**config.mk**
```make
export PLATFORM = sky130hd
export DESIGN_NAME = cn_msg_collector
export DESIGN_NICKNAME = d
export VERILOG_FILES = /design/src/rtl/cn_msg_collector.sv
export SDC_FILE = /design/constraint.sdc
export NUM_CORES = 1
export LEC_CHECK = 0
export CAP_MARGIN = 0
export CORE_MARGIN = 3
export CORE_UTILIZATION = 60
export CTS_BUF_LIST = sky130_fd_sc_hd__clkbuf_8
export DETAILED_ROUTE_END_ITERATION = 8
export GPL_TIMING_DRIVEN = 1
export PLACE_DENSITY_LB_ADDON = 0.25
export SYNTH_ARGS = -nofsm -noshare
export SYNTH_HDL_FRONTEND = slang
export SYNTH_SLANG_ARGS = --single-unit
```
**constraint.sdc**
```tcl
create_clock -name clk -period 5 [get_ports clk]
set_clock_uncertainty 0.15 [all_clocks]
set_input_delay 1.5 -clock clk [delete_from_list [all_inputs] [get_ports clk]]
set_output_delay 1.5 -clock clk [all_outputs]
set_load 0.05 [all_outputs]
```
**src/rtl/cn_msg_collector.sv**
```systemverilog
`default_nettype none
// ============================================================================
//  Module   : cn_msg_collector
//  Purpose  : Check-node input stage. Splits each two's-complement V2C message
//             into sign and saturated magnitude and packs Wc of them into a
//             parallel absL/signL row. Two ping-pong banks let the next row
//             be collected while the previous one is held for the consumer.
//  Option   : MIN_TRACK_EN adds min1/min2/min1_idx outputs.
//  Revision : 1.0  initial release
// ============================================================================
module cn_msg_collector #(
   parameter int W    = 10,
   parameter int Wabs = W - 1,
   parameter int Wc   = 18
) (
   input  logic                 clk,
   input  logic                 rst,
   input  logic                 in_valid,
   output logic                 in_ready,
   input  logic [W-1:0]         in_msg,
   input  logic                 in_last,
   output logic                 out_valid,
   input  logic                 out_ready,
   output logic [Wc*Wabs-1:0]   absL,
   output logic [Wc-1:0]        signL,
   output logic                 sgn_par,
   output logic                 err_len
`ifdef MIN_TRACK_EN
   ,
   output logic [Wabs-1:0]         min1,
   output logic [Wabs-1:0]         min2,
   output logic [$clog2(Wc)-1:0]   min1_idx
`endif
);

   localparam int CW = $clog2(Wc);

   logic [Wc*Wabs-1:0] abs_bank  [2];
   logic [Wc-1:0]      sign_bank [2];
   logic [1:0]         full;
   logic               wr_bank;
   logic               rd_bank;
   logic [CW-1:0]      count;

   logic               wr_fire;
   logic               rd_fire;
   logic               last_beat;
   logic [W-1:0]       neg_msg;
   logic [Wabs-1:0]    mag;
   logic               sign;

   assign in_ready  = !full[wr_bank];
   assign out_valid = full[rd_bank];
   assign wr_fire   = in_valid && in_ready;
   assign rd_fire   = out_valid && out_ready;
   assign last_beat = (count == CW'(Wc - 1));

   // Sign/magnitude split; the most negative code has no positive twin and
   // is saturated to the largest magnitude.
   assign neg_msg = -in_msg;
   assign sign    = in_msg[W-1];
   assign mag     = !sign ? in_msg[Wabs-1:0]
                  : (neg_msg[W-1] ? {Wabs{1'b1}} : neg_msg[Wabs-1:0]);

   // Presented row is whatever the read bank holds.
   assign absL    = abs_bank[rd_bank];
   assign signL   = sign_bank[rd_bank];
   assign sgn_par = ^sign_bank[rd_bank];

   // Bank fill, row close, bank release and length-check pulse.
   always_ff @(posedge clk or negedge rst) begin
      if (!rst) begin
         abs_bank[0]  <= '0;
         abs_bank[1]  <= '0;
         sign_bank[0] <= '0;
         sign_bank[1] <= '0;
         full         <= 2'b00;
         wr_bank      <= 1'b0;
         rd_bank      <= 1'b0;
         count        <= '0;
         err_len      <= 1'b0;
      end else begin
         err_len <= 1'b0;
         if (wr_fire) begin
            abs_bank[wr_bank][count*Wabs +: Wabs] <= mag;
            sign_bank[wr_bank][count]             <= sign;
            err_len                               <= (in_last != last_beat);
            if (last_beat) begin
               full[wr_bank] <= 1'b1;
               count         <= '0;
               wr_bank       <= ~wr_bank;
            end else begin
               count <= count + 1'b1;
            end
         end
         // A write can only target a non-full bank and a read only a full
         // one, so both may act in the same cycle on different banks.
         if (rd_fire) begin
            full[rd_bank] <= 1'b0;
            rd_bank       <= ~rd_bank;
         end
      end
   end

`ifdef MIN_TRACK_EN
   logic [Wabs-1:0] min1_bank [2];
   logic [Wabs-1:0] min2_bank [2];
   logic [CW-1:0]   idx_bank  [2];

   assign min1     = min1_bank[rd_bank];
   assign min2     = min2_bank[rd_bank];
   assign min1_idx = idx_bank[rd_bank];

   // Incremental two-minimum tracking; strict compares keep the earlier
   // index as min1 on ties and push a later equal value into min2.
   always_ff @(posedge clk or negedge rst) begin
      if (!rst) begin
         min1_bank[0] <= '1;
         min1_bank[1] <= '1;
         min2_bank[0] <= '1;
         min2_bank[1] <= '1;
         idx_bank[0]  <= '0;
         idx_bank[1]  <= '0;
      end else if (wr_fire) begin
         if (count == '0) begin
            min1_bank[wr_bank] <= mag;
            min2_bank[wr_bank] <= '1;
            idx_bank[wr_bank]  <= '0;
         end else if (mag < min1_bank[wr_bank]) begin
            min2_bank[wr_bank] <= min1_bank[wr_bank];
            min1_bank[wr_bank] <= mag;
            idx_bank[wr_bank]  <= count;
         end else if (mag < min2_bank[wr_bank]) begin
            min2_bank[wr_bank] <= mag;
         end
      end
   end
`endif

endmodule
`default_nettype wire

```
==> impl_metrics.csv <==
group,metric,value,unit
status,outcome,"finished, final reports clean",
yosys,synth-main-ff-cell,"dfrtp_1",
global_route,grt_pass1_wl,72700,um
yosys,ys_ff_latch,370,
floorplan,rows,62,
worst_hold_path,hold_class,"flop to flop",
global_route,grt_busiest_layer,"met2",
power_and_ir_drop,power.density,627,nW/um^2
timing,hold_viol,0,
timing,setup-tns-final,0,ns
worst_hold_path,min_delay_worst_endpoint,"abs_bank[137]",
timing,finalCritPeriodShare,93.8,%
clock_tree,cts_buffers,58,
detailed_routing,drcViolationCount,0,
power_and_ir_drop,p_leak,0.00973,uW
finish,drive_gt1_share,30.2,%
detailed_routing,dr.pass1.iters,5,
floorplan,die_h,178,um
floorplan,ios,199,
global_route,grt_pass1_vias,13300,
timing,max_freq,213,MHz
floorplan,core_area,28900,sq um
power_and_ir_drop,clkPwrFrac,20.3,%
worst_setup_path,cp-end-kind,"output port",
floorplan,die_width,178,um
clock_tree,numClockSinks,370,
finish,fin_nets,1713,
worst_setup_path,r2r_start,"count[1]",
yosys,synth_edf_count,0,
power_and_ir_drop,power,13300,uW
worst_setup_path,worstReg2RegEnd,"abs_bank[88]",
place,hpwl,30700,um
worst_setup_path,reg2reg_depth,6,
detailed_routing,drt-total-wl,45900,um
clock_tree,clk_latency,0.60,ns
place,portBuffers,198,
yosys,synthesis.area,17700,sq um
worst_setup_path,crit_required,3.35,ns
timing,period_needed,4.69,ns
yosys,yosys.area_share.adder,0.424,%
yosys,ys_async_sr_fraction,100,%
timing,rsz0062_at_grt,"no",
timing,finalMaxSlewViolations,0,
clock_tree,ctsLongestPathBuffers,3,
timing,finalSetupViolCount,0,
global_route,gr-usage-met1,39.1,%
yosys,yosysWarningCount,0,
finish,final_cell_mix,"dfrtp_1 (369), mux2_2 (355), clkdlybuf4s50_1 (196), nand2_1 (191), o21ai_0 (123)",
detailed_routing,wl_per_cell,21.6,um
detailed_routing,drtIter0Drc,1159,
global_route,grt_util_met3,5.22,%
power_and_ir_drop,p_comb_share,48.8,%
finish,layout_commonest_cell,"dfrtp_1",
finish,stdcell_area,21300,sq um
job,maxCapViolations,0,
worst_setup_path,critPathLaunchType,"flop",
yosys,yosys.area_share.simple,9.67,%
floorplan,die_area,31600,sq um
clock_tree,cts_resized,0,
clock_tree,h-tree-depth,2,
clock_tree,cts_tree,"built",
worst_setup_path,worstSetupPathType,"flop to output port",
global_route,grt_max_degree,114,
worst_setup_path,cp.arrival,3.04,ns
worst_setup_path,r2r_slack,1.10,ns
finish,area_growth_syn_to_layout,20.1,%
yosys,avgSynthCellArea,11.8,sq um
power_and_ir_drop,p_seq_share,30.9,%
detailed_routing,vias_per_cell,6.09,
worst_setup_path,path_max_fanout,113,
global_route,overflow,0,
clock_tree,path_clk_slew,0.06,ns
power_and_ir_drop,internal_power,7560,uW
yosys,synth_cell_types,81,
worst_hold_path,worstHoldStart,"abs_bank[137]",
clock_tree,cts_setup_buffers,0,
place,globalplace.congestion,0.859,
detailed_routing,drtAntennaViolNets,0,
detailed_routing,vias,12900,
floorplan,start_util,61.4,%
global_route,globalRouteMet2Util,48.7,%
yosys,synth_top_family_by_area,"multiplexers",
power_and_ir_drop,switchingPower,5780,uW
global_route,grt_usage,29.2,%
yosys,synth_nets,1522,
global_route,antenna_found_initial,1,
power_and_ir_drop,ir_worst_vdd,0.844,mV
yosys,ys_seq_area_share,52.3,%
yosys,syn_inst,1501,
finish,diodes,0,
power_and_ir_drop,sw_frac_of_total,43.3,%
yosys,synth_compound_area_share,10.5,%
clock_tree,cts_root_buf,"clkbuf_8",
yosys,synth_mux_area_share,22.8,%
worst_hold_path,whs_path_depth,2,
yosys,synth_xor_area_share,1.43,%
timing,relSlewSlack,10.6,%
place,placed_cell_area,20000,sq um
timing,worst_slew_pin_slew,1.33,ns
clock_tree,ctsHoldBuffers,0,
-- how the worst max path moves through the flow --
stage | endpoint | cells after the start | startpoint | slack (ns)
2_1_floorplan | sgn_par | 5 | rd_bank | 0.97
3_3_place_gp | abs_bank[81] | 6 | in_msg[9] | 0.68
3_5_place_dp | abs_bank[171] | 6 | in_msg[9] | 0.65
4_1_cts | sgn_par | 6 | rd_bank | 0.31
5_1_grt | sgn_par | 6 | rd_bank | 0.22
6_report | absL[159] | 3 | rd_bank | 0.31
-- sequential cells by signal, indices dropped and copies added (netlist names) --
| signal | count |
|---|---|
| count | 5 |
| abs_bank | 324 |
| wr_bank | 1 |
| err_len | 1 |
| sign_bank | 36 |
| full | 2 |
| rd_bank | 1 |
-- worst max-delay path: stages (launching register included) --
cell and delay [ns]:
dfrtp_4 0.64, buf_12 0.47, mux2_2 0.46, clkdlybuf4s50_1 0.71
-- cell type report --
cell class / instances / area (sq um)
fill: 1960 / 7580
sequential: 370 / 9260
timing repair buffer: 233 / 2300
tap: 384 / 480
clock buffer: 75 / 1030
inverter: 11 / 41.3
clock inverter: 30 / 213
multi-input combinational: 1018 / 7950
-- through the flow --
| stage | setup slack [ns] | hold WS, ns | util [%] | cells |
|---|---|---|---|---|
| finish | 0.308 | 0.322 | 73.7 | 2121 |
| global route | 0.219 | 0.347 | 73.7 | 2121 |
| CTS | 0.311 | 0.326 | 73.7 | 2121 |
| detailed placement | 0.653 | 0.312 | 69.4 | 2016 |
| global placement | 0.679 | 0.304 | 69.4 | 2016 |
| floorplan | 0.967 | 0.293 | - | 1501 |
-- power groups by stage --
stage | Clock [uW] | Sequential [uW] | Combinational [uW]
after CTS | 2730 | 4120 | 6520
after detailed placement | 0 | 4160 | 6480
after global placement | 0 | 4100 | 6400
final | 2700 | 4130 | 6510
after floorplan | 0 | 3930 | 4680
after global routing | 2870 | 4210 | 6850
-- cells by family after synthesis --
group	after synthesis
buffers and inverters	113
AND/OR/NAND/NOR	357
XOR/XNOR	19
flip-flops	370
adder cells (fa/ha/maj)	6
AO/OA/AOI/OAI	277
multiplexers	359
-- layer usage --
metal,up-vias,part of all wire [%]
li1,5782,-
met1,6529,41
met2,503,50
met3,92,6.4
met4,2,2.6
met5,-,0.022
-- Yosys cell counts (8+ instances only) --
master     number  area (sq um)
a32o_1          8          80.1
buf_2          40           200
clkbuf_1       49           184
dfrtp_1       370          9260
inv_1          10          37.5
mux2_2        355          4000
nand2_1       191           717
nand2b_1        8          50.1
nand3_1        18          90.1
nor2_1         61           229
o2111ai_1       8          70.1
o21ai_0       123           616
o21ai_1        15          75.1
o31ai_1        77           578
o31ai_2         9           113
(Power assumes the default switching activity.)
